## src/rtl/axis_pkt_stats_pkg.sv

```systemverilog
`default_nettype none
// ============================================================================
// Module      : axis_pkt_stats_pkg
// Description : Shared helpers for the AXI-Stream packet statistics monitor.
//               - sat_add     : saturating add clamped to an arbitrary width.
//               - keep_contig : true when a tkeep value is a non-empty,
//                               low-aligned run of ones (2^k-1, k>=1).
//               - keep_width  : bytes per beat for a given tdata width.
//               - KW          : keep width for the default 256-bit tdata.
// Revision    : 1.0 - initial release
// ============================================================================
package axis_pkt_stats_pkg;

  localparam int DW_DEFAULT = 256;
  localparam int KW         = DW_DEFAULT / 8;

  function automatic int keep_width(input int dw);
    return dw / 8;
  endfunction

  // Operands are zero-extended to 64 bits by the caller. The result is
  // clamped to 2^w-1 so callers can cast it back down to w bits safely.
  function automatic logic [63:0] sat_add(input logic [63:0] a,
                                          input logic [63:0] b,
                                          input int unsigned w);
    logic [64:0] sum;
    logic [63:0] lim;
    sum = {1'b0, a} + {1'b0, b};
    lim = (w >= 64) ? '1 : ((64'd1 << w) - 64'd1);
    if (sum > {1'b0, lim}) begin
      return lim;
    end
    return sum[63:0];
  endfunction

  // A low-aligned run of ones plus one has no bits in common with itself.
  // The input is zero-extended by the caller; the all-ones-at-128 case wraps
  // to zero and is correctly reported as contiguous.
  function automatic logic keep_contig(input logic [127:0] k);
    return (k != '0) && ((k & (k + 128'd1)) == '0);
  endfunction

endpackage
`default_nettype wire

```

## src/rtl/axis_keep_popcount.sv

```systemverilog
`default_nettype none
// ============================================================================
// Module      : axis_keep_popcount
// Description : Purely combinational population count of a tkeep vector,
//               built as a balanced adder tree. The input is padded to the
//               next power of two and pairwise-reduced level by level.
// Ports       : keep_i  [KW-1:0]            byte enables
//               count_o [$clog2(KW+1)-1:0]  number of set bits
// Revision    : 1.0 - initial release
// ============================================================================
module axis_keep_popcount #(
  parameter int KW = 32
) (
  input  logic [KW-1:0]            keep_i,
  output logic [$clog2(KW+1)-1:0]  count_o
);

  localparam int OW     = $clog2(KW + 1);
  localparam int LEVELS = (KW > 1) ? $clog2(KW) : 0;
  localparam int LEAVES = 1 << LEVELS;

  logic [LEAVES-1:0] keep_pad;
  logic [OW-1:0]     tree [LEAVES];

  assign keep_pad = LEAVES'(keep_i);

  // In-place pairwise reduction: node j of a level reads nodes 2j and 2j+1
  // of the previous level, which ascending j has not yet overwritten.
  always_comb begin
    for (int j = 0; j < LEAVES; j++) begin
      tree[j] = OW'(keep_pad[j]);
    end
    for (int w = LEAVES / 2; w >= 1; w = w / 2) begin
      for (int j = 0; j < w; j++) begin
        tree[j] = tree[2*j] + tree[2*j+1];
      end
    end
    count_o = tree[0];
  end

endmodule
`default_nettype wire

```

## src/rtl/axis_packet_stats.sv

```systemverilog
`default_nettype none
// ============================================================================
// Module      : axis_packet_stats
// Description : Passive AXI-Stream statistics monitor. Taps a stream without
//               backpressure and, per completed packet, publishes count,
//               last/min/max size, total bytes and runt/giant counts.
//               Optional macro AXIS_PKT_STATS_KEEP_CHECK_EN adds a per-beat
//               tkeep legality counter (keep_err_count_o).
// Ports       : clk, resetn (sync, active-low)
//               mon_tdata_i/tkeep_i/tlast_i/tvalid_i/tready_i  tapped stream
//               stats_clear_i     1-cycle pulse, zeroes published statistics
//               pkt_done_o        1-cycle pulse with each statistics update
//               packet_count_o, packet_size_o, min_size_o, max_size_o,
//               total_bytes_o, runt_count_o, giant_count_o
//               keep_err_count_o  (only with AXIS_PKT_STATS_KEEP_CHECK_EN)
// Revision    : 1.0 - initial release
// ============================================================================
module axis_packet_stats
  import axis_pkt_stats_pkg::*;
#(
  parameter int DW      = 256,
  parameter int SW      = 16,
  parameter int CW      = 32,
  parameter int TW      = 48,
  parameter int MIN_PKT = 64,
  parameter int MAX_PKT = 1518
) (
  input  logic            clk,
  input  logic            resetn,
  input  logic [DW-1:0]   mon_tdata_i,
  input  logic [DW/8-1:0] mon_tkeep_i,
  input  logic            mon_tlast_i,
  input  logic            mon_tvalid_i,
  input  logic            mon_tready_i,
  input  logic            stats_clear_i,
  output logic            pkt_done_o,
  output logic [CW-1:0]   packet_count_o,
  output logic [SW-1:0]   packet_size_o,
  output logic [SW-1:0]   min_size_o,
  output logic [SW-1:0]   max_size_o,
  output logic [TW-1:0]   total_bytes_o,
  output logic [CW-1:0]   runt_count_o,
  output logic [CW-1:0]   giant_count_o
`ifdef AXIS_PKT_STATS_KEEP_CHECK_EN
  ,
  output logic [CW-1:0]   keep_err_count_o
`endif
);

  localparam int KEEP_W = keep_width(DW);
  localparam int BW     = $clog2(KEEP_W + 1);

  function automatic logic [CW-1:0] inc_sat(input logic [CW-1:0] v);
    return CW'(sat_add(64'(v), 64'd1, CW));
  endfunction

  // tdata is carried only so the tap lines up with the stream in waveforms.
  logic w_tdata_unused;
  assign w_tdata_unused = ^mon_tdata_i;

  logic          w_beat;
  logic          w_last_beat;
  logic [BW-1:0] w_beat_bytes;
  logic [SW-1:0] w_size;
  logic          w_is_runt;
  logic          w_is_giant;

  assign w_beat      = mon_tvalid_i & mon_tready_i;
  assign w_last_beat = w_beat & mon_tlast_i;

  axis_keep_popcount #(
    .KW (KEEP_W)
  ) u_popcount (
    .keep_i  (mon_tkeep_i),
    .count_o (w_beat_bytes)
  );

  // ---------------------------------------------------------------------------
  // In-packet accumulator
  // ---------------------------------------------------------------------------
  logic [SW-1:0] partial_q, partial_d;

  // Running size including the current beat; on the last beat this is the
  // packet size.
  assign w_size     = SW'(sat_add(64'(partial_q), 64'(w_beat_bytes), SW));
  assign w_is_runt  = 64'(w_size) < 64'(MIN_PKT);
  assign w_is_giant = 64'(w_size) > 64'(MAX_PKT);

  always_comb begin
    partial_d = partial_q;
    if (w_last_beat) begin
      partial_d = '0;
    end else if (w_beat) begin
      partial_d = w_size;
    end
  end

  // ---------------------------------------------------------------------------
  // Publish stage
  // ---------------------------------------------------------------------------
  logic          pkt_done_q, pkt_done_d;
  logic [CW-1:0] count_q, count_d, base_count;
  logic [SW-1:0] size_q,  size_d,  base_size;
  logic [SW-1:0] min_q,   min_d,   base_min;
  logic [SW-1:0] max_q,   max_d,   base_max;
  logic [TW-1:0] total_q, total_d, base_total;
  logic [CW-1:0] runt_q,  runt_d,  base_runt;
  logic [CW-1:0] giant_q, giant_d, base_giant;

  always_comb begin
    // A clear lands first, so a packet ending in the same cycle becomes the
    // first packet of the fresh statistics window.
    if (stats_clear_i) begin
      base_count = '0;
      base_size  = '0;
      base_min   = '1;
      base_max   = '0;
      base_total = '0;
      base_runt  = '0;
      base_giant = '0;
    end else begin
      base_count = count_q;
      base_size  = size_q;
      base_min   = min_q;
      base_max   = max_q;
      base_total = total_q;
      base_runt  = runt_q;
      base_giant = giant_q;
    end

    pkt_done_d = w_last_beat;
    count_d    = base_count;
    size_d     = base_size;
    min_d      = base_min;
    max_d      = base_max;
    total_d    = base_total;
    runt_d     = base_runt;
    giant_d    = base_giant;

    if (w_last_beat) begin
      count_d = inc_sat(base_count);
      size_d  = w_size;
      min_d   = (w_size < base_min) ? w_size : base_min;
      max_d   = (w_size > base_max) ? w_size : base_max;
      total_d = base_total + TW'(w_size);
      if (w_is_runt) begin
        runt_d = inc_sat(base_runt);
      end
      if (w_is_giant) begin
        giant_d = inc_sat(base_giant);
      end
    end
  end

  always_ff @(posedge clk) begin
    if (!resetn) begin
      partial_q  <= '0;
      pkt_done_q <= 1'b0;
      count_q    <= '0;
      size_q     <= '0;
      min_q      <= '1;
      max_q      <= '0;
      total_q    <= '0;
      runt_q     <= '0;
      giant_q    <= '0;
    end else begin
      partial_q  <= partial_d;
      pkt_done_q <= pkt_done_d;
      count_q    <= count_d;
      size_q     <= size_d;
      min_q      <= min_d;
      max_q      <= max_d;
      total_q    <= total_d;
      runt_q     <= runt_d;
      giant_q    <= giant_d;
    end
  end

  assign pkt_done_o     = pkt_done_q;
  assign packet_count_o = count_q;
  assign packet_size_o  = size_q;
  assign min_size_o     = min_q;
  assign max_size_o     = max_q;
  assign total_bytes_o  = total_q;
  assign runt_count_o   = runt_q;
  assign giant_count_o  = giant_q;

`ifdef AXIS_PKT_STATS_KEEP_CHECK_EN
  // ---------------------------------------------------------------------------
  // tkeep legality: inner beats must be full, last beats low-aligned and
  // non-empty. Counted per offending beat; sizes are unaffected.
  // ---------------------------------------------------------------------------
  logic          w_keep_bad;
  logic [CW-1:0] keep_err_q, keep_err_d;

  assign w_keep_bad = w_beat & (mon_tlast_i ? !keep_contig(128'(mon_tkeep_i))
                                            : (mon_tkeep_i != '1));

  always_comb begin
    keep_err_d = stats_clear_i ? '0 : keep_err_q;
    if (w_keep_bad) begin
      keep_err_d = inc_sat(keep_err_d);
    end
  end

  always_ff @(posedge clk) begin
    if (!resetn) begin
      keep_err_q <= '0;
    end else begin
      keep_err_q <= keep_err_d;
    end
  end

  assign keep_err_count_o = keep_err_q;
`endif

endmodule
`default_nettype wire

```

## config.mk

```make
export PLATFORM = sky130hd
export DESIGN_NAME = axis_packet_stats
export DESIGN_NICKNAME = d
export VERILOG_FILES = /design/src/rtl/axis_pkt_stats_pkg.sv /design/src/rtl/axis_keep_popcount.sv /design/src/rtl/axis_packet_stats.sv
export SDC_FILE = /design/constraint.sdc
export NUM_CORES = 1
export LEC_CHECK = 0
export ABC_AREA = 1
export CAP_MARGIN = 20
export CORE_MARGIN = 2
export CORE_UTILIZATION = 29
export CTS_CLUSTER_SIZE = 14
export DETAILED_ROUTE_END_ITERATION = 16
export PLACE_DENSITY_LB_ADDON = 0.15
export SLEW_MARGIN = 10
export SYNTH_ARGS = -nofsm -noshare
export SYNTH_HDL_FRONTEND = slang
export SYNTH_SLANG_ARGS = --single-unit
```

## constraint.sdc

```tcl
create_clock -name clk -period 11.25 [get_ports clk]
set_input_delay 2.8125 -clock clk [delete_from_list [all_inputs] [get_ports clk]]
set_output_delay 2.8125 -clock clk [all_outputs]
set_load 0.01 [all_outputs]
```

# After elaboration in Yosys (flattened, before gate mapping)
# Index checks and enable logic that the tools add are counted.
[word_totals]
elab_cells = 93
out_inout_bits = 193
reg_bits = 209
inputBits = 294
[op_classes]
n_lt_le_gt_ge = 8
n_mux = 35
add_sub_neg = 36
bitwise_logic = 3
reduce_logical = 2
[ops]
columns = ["cell", "count"]
rows = [
  ["two-way mux 32 bit", 14],
  ["two-way mux 16 bit", 10],
  ["adder 32 x 1 -> 33 bit (second input constant)", 3],
  ["greater-than comparator 33 x 32 -> 1 bit (second input constant)", 3],
  ["two-way mux 48 bit", 2],
  ["adder 6 bit", 15],
  ["adder 48 x 16 -> 48 bit", 1],
  ["adder 1 x 1 -> 2 bit", 16],
  ["adder 16 x 6 -> 17 bit", 1],
  ["greater-than comparator 17 x 16 -> 1 bit (second input constant)", 1],
  ["greater-than comparator 16 x 11 -> 1 bit (second input constant)", 1],
  ["greater-than comparator 16 bit", 1],
  ["< comparator 16 bit", 1],
  ["< comparator 16 x 7 -> 1 bit (second input constant)", 1],
  ["two-way mux 1 bit", 9],
  ["AND 1 bit", 2],
  ["nonzero test 2 bit", 1],
  ["OR reduction 2 bit", 1],
  ["inverter 1 bit", 1],
]

# Logic depth before layout (Yosys ltp)
[logic_depth]
ltp_word = 15
ltp_mapped = 42
mapped_depth_nobuf = 41

# Modules after synthesis
# From an unflattened synthesis, not the netlist that was laid out.
[unflattened]
cells_unflattened = 2949
hier_area_um2 = 17356.6
[modules_own_cells]
columns = ["mod", "area_per_inst_um2", "seq_area_each_um2", "n_inst", "cells_per_inst"]
rows = [
  ["axis_packet_stats", 16231.8, 4184.0, 1, 2821],
  ["axis_keep_popcount", 1124.8, 0.0, 1, 128],
]

# Worst setup path before layout
# OpenSTA, ideal clock, no wires.
[synth_timing]
path_type = "input to register"
startpoint = "input mon_tkeep_i[6]"
endpoint = "register min_q[11] (netlist: min_size_o[11])"
required_ns = 11.116
path_buffers = 2
setup_ns = 0.134
path_slack_ns = 1.910
arrival_ns = 9.206
cell_stages = 32
cell_sequence = "ha_1 fa_1 fa_1 fa_1 fa_1 inv_1 fa_1 inv_1 ha_1 fa_1 nand3_1 nand2_1 ha_1 a21oi_2 inv_1 nand2_1 nand2_2 nand2_4 buf_6 inv_1 a21oi_1 inv_1 ha_1 nand2_1 a21oi_1 nand2_1 a21oi_1 nor3_2 nand2_1 buf_2 o21ai_0 nand3_1"
[synth_between]
elab_chain_len = 12
[synth_lines]
columns = ["element", "line_no", "rtl"]
rows = [
  ["from (decl)", "axis_packet_stats.sv:31", "input logic [DW/8-1:0] mon_tkeep_i,"],
  ["adder 1 x 1 -> 2 bit (*)", "axis_keep_popcount.sv:35", "tree[j] = tree[2*j] + tree[2*j+1];"],
  ["adder 6 bit (*) (4 in a row)", "axis_keep_popcount.sv:35", ""],
  ["adder 16 x 6 -> 17 bit (*)", "axis_pkt_stats_pkg.sv:28", "sum = {1'b0, a} + {1'b0, b};"],
  ["greater-than comparator 17 x 16 -> 1 bit", "axis_pkt_stats_pkg.sv:30", "if (sum > {1'b0, lim}) begin"],
  ["two-way mux 1 bit", "axis_pkt_stats_pkg.sv:30", ""],
  ["two-way mux 16 bit (*)", "axis_pkt_stats_pkg.sv:33", "return sum[63:0];"],
  ["via w_size[11]", "axis_packet_stats.sv:64", "logic [SW-1:0] w_size;"],
  ["< comparator 16 bit", "axis_packet_stats.sv:143", "min_d = (w_size < base_min) ? w_size : base_min;"],
  ["two-way mux 16 bit (*)", "axis_packet_stats.sv:143", ""],
  ["two-way mux 16 bit (*)", "axis_packet_stats.sv:140", "if (w_last_beat) begin"],
  ["to (signal assigned)", "axis_packet_stats.sv:171", "min_q <= min_d;"],
  ["to (decl)", "axis_packet_stats.sv:104", "logic [SW-1:0] min_q, min_d, base_min;"],
]
# The timed path passes the listed nets; every way through them passes the cells marked *.
# A chain may end at the register's enable or synchronous reset.

# Worst setup path in the final report
[layout_timing]
startpoint = "input mon_tkeep_i[6]"
endpoint = "register min_q[15] (netlist: min_size_o[15])"
[layout_between]
elab_chain_len = 12
[layout_lines]
columns = ["element", "line_no"]
rows = [
  ["adder 1 x 1 -> 2 bit (*)", "axis_keep_popcount.sv:35"],
  ["adder 6 bit (*) (4 in a row)", "axis_keep_popcount.sv:35"],
  ["adder 16 x 6 -> 17 bit (*)", "axis_pkt_stats_pkg.sv:28"],
  ["greater-than comparator 17 x 16 -> 1 bit", "axis_pkt_stats_pkg.sv:30"],
  ["two-way mux 1 bit", "axis_pkt_stats_pkg.sv:30"],
  ["two-way mux 16 bit (*)", "axis_pkt_stats_pkg.sv:33"],
  ["via w_size[12]", "axis_packet_stats.sv:64"],
  ["< comparator 16 bit (*)", "axis_packet_stats.sv:143"],
  ["two-way mux 16 bit (*)", "axis_packet_stats.sv:143"],
  ["two-way mux 16 bit (*)", "axis_packet_stats.sv:140"],
]
# Marks and branches as above.

==> impl_metrics.tcl <==
set metrics [dict create \
    status "finished, final reports clean" \
    crit_arrival_ps 10770 \
    drc 0 \
    hold_buffers 0 \
    synth_top_area_share_pct 23.9 \
    async_flop_share_pct 0 \
    avgSynthCellArea_sq_um 5.98 \
    final.min_clock_period_ps 10260 \
    io_pins 487 \
    nets 3493 \
    synth_edf_count 0 \
    initial_core_util_pct 29.4 \
    syn-cell-area_sq_um 17500 \
    leakagePower_nw 9.57 \
    clockRootBuffer "clkbuf_16" \
    grt_pass1_vias 18002 \
    p_per_area_nw_per_um2 217 \
    portBuffers 230 \
    startpoint_type "primary input" \
    wl_um 67100 \
    ys_ff_latch 209 \
    path_clk_slew_ps 50 \
    synth.area.top_cells "dfxtp_1 (24%), nand2_1 (17%), inv_1 (9.7%)" \
    rsz0062_at_grt "no" \
    slew_headroom_pct 25.5 \
    dp_slack_ps -66.8 \
    hp-class "flip-flop to flip-flop" \
    slowest_delay_ps 570 \
    numCtsBuffers 30 \
    synth_cell_type_count 52 \
    num_rows 89 \
    post_cts_buffers 0 \
    globalplace.congestion 0.931 \
    clock_path_buffers 3 \
    finalInstanceArea_sq_um 21500 \
    clock.fmax_ghz 0.0975 \
    synth_area_leader_cell "dfxtp_1" \
    power.total_w 0.00466 \
    layout-drive-gt1-share_pct 5.72 \
    syn_to_final_growth_pct 23.0 \
    synthCells 2920 \
    cts_resized 0 \
    grt_max_degree 90 \
    ant_nets 0 \
    core_area_sq_um 59400 \
    worst_slack_ps 993 \
    crit_buf_inv 6 \
    firstDrtPassIters 6 \
    drtIter0Drc 1406 \
    hold_viol_final 0 \
    fin_util_pct 36.2 \
    dp_cells 3845 \
    path_max_fanout 24 \
    critPathSlowestCell "fa_1" \
    synth_warnings 0 \
    htreeDepth 1 \
    antenna_found_initial 1 \
    routed_via_density 4.85 \
    final-setup-viol-count 0 \
    wl_per_cell_um 17.2 \
    routed-via-count 18912 \
    post_layout_nonfiller_instances 3901 \
    synthTopCellsByCount "nand2_1 (793), inv_1 (453), nor2_1 (388), nand3_1 (256), dfxtp_1 (209)" \
    cts_tree "yes" \
    criticalPathCategory "primary input to flip-flop" \
    die_h_um 249 \
    synth_fp_nets 3308 \
    track_usage_pct 21.0 \
    final.period_utilization_pct 91.2 \
    clk_latency_ps 610 \
    yosys.cell_count.top_type "nand2_1" \
    endpoint_kind "flip-flop" \
    die_area_sq_um 62200 \
    clkSinkCount 209 \
    clock_skew_ps 28.3 \
    die_w_um 249 \
    crit_family "adder cells" \
    antenna-diode-count 0 \
    slew_violations 0 \
    maxCapViolCount 0 \
    ys.flop_type "dfxtp_1" \
    ir_drop_v 0.000240 \
    tightestPinTransition_ps 1110 \
    dpl.hpwl_um 50600 \
    required_ps 11760 \
    seq_area_frac_synth_pct 23.9 \
    grt_pass1_wl_um 104000 \
    placed_cell_area_sq_um 20400 \
    gr-total-overflow 0 \
    cpMostUsedCell "fa_1" \
]
==> routing by layer <==
| metal | GRT usage, % | routed length (um) | vias up |
|---|---|---|---|
| met1 | 31.2 | 33600 | 8637 |
| li1 | - | - | 9576 |
| met2 | 30.8 | 27000 | 625 |
| met4 | 4.99 | 1370 | 2 |
| met3 | 4.05 | 5150 | 72 |
| met5 | 0 | 13 | - |
==> cell type report <==
| type | count | area (sq um) |
|---|---|---|
| multi-input cells | 2140 | 11000 |
| repair buffers | 254 | 2510 |
| clock inverters | 12 | 150 |
| fillers | 6434 | 37900 |
| well taps | 773 | 967 |
| clock buffers | 43 | 880 |
| flip-flops and latches | 209 | 4180 |
| inverters | 470 | 1770 |
==> final timing paths <==
kind	cells past startpoint	to	startpoint	slack (ps)
worst max-delay path	31	min_size_o[15]	mon_tkeep_i[6]	990
worst min-delay path	2	packet_size_o[4]	packet_size_o[4]	460
worst max register to register	17	min_size_o[15]	partial_q[0]	6850
worst min register to register	2	packet_size_o[4]	packet_size_o[4]	460
==> where the power goes <==
part | switching, W | leakage [nW] | internal (W)
clock | 0.000395 | 0.514 | 0.000608
combinational | 0.00195 | 7.37 | 0.000881
sequential | 0.0000397 | 1.69 | 0.000785
total | 0.00239 | 9.57 | 0.00227
==> tightest hold or removal path: cells and delay by family, from the launching register on <==
| kind | cells | cell delay, ps |
|---|---|---|
| and+or+nand+nor | 1 | 50 |
| AOI/OAI and AO/OA | 1 | 60 |
| DFF | 1 | 320 |
==> sequential cells by signal, indices dropped and copies added (netlist names) <==
signal	count
min_size_o	16
total_bytes_o	48
giant_count_o	32
max_size_o	16
partial_q	16
packet_count_o	32
runt_count_o	32
packet_size_o	16
pkt_done_o	1
==> cells in the final DEF (no fill, tap or decap), types with 11 or more instances in the layout <==
cell type        count
ha_1                67
o21ai_0            111
nor3_1              76
nand3_1            255
clkbuf_16           30
inv_1              452
a21oi_1             87
nand4_1             87
buf_4               21
xnor2_1             17
fa_1                27
xor2_1              66
inv_2               13
a21boi_0            15
nor2_1             387
dfxtp_1            209
nor2_4              18
nand2_1            793
nor2_2              40
nor4_1              11
clkdlybuf4s50_1    228
==> cell families after synthesis <==
group	after synthesis	share of synthesized area (%)
AO/OA/AOI/OAI	244	7.53
XOR/XNOR	87	4.53
adder cells (fa/ha/maj)	95	7.95
buffers and inverters	571	13.0
flip-flops	209	23.9
AND/OR/NAND/NOR	1714	43.0
==> per-stage QoR <==
stage / hold WS [ps] / TNS [ps]
finish: 464 / 0
global route: 491 / 0
CTS: 470 / 0
detailed placement: 453 / -529
global placement: 448 / 0
floorplan: 474 / 0
Power figures use the tool's default switching activity.
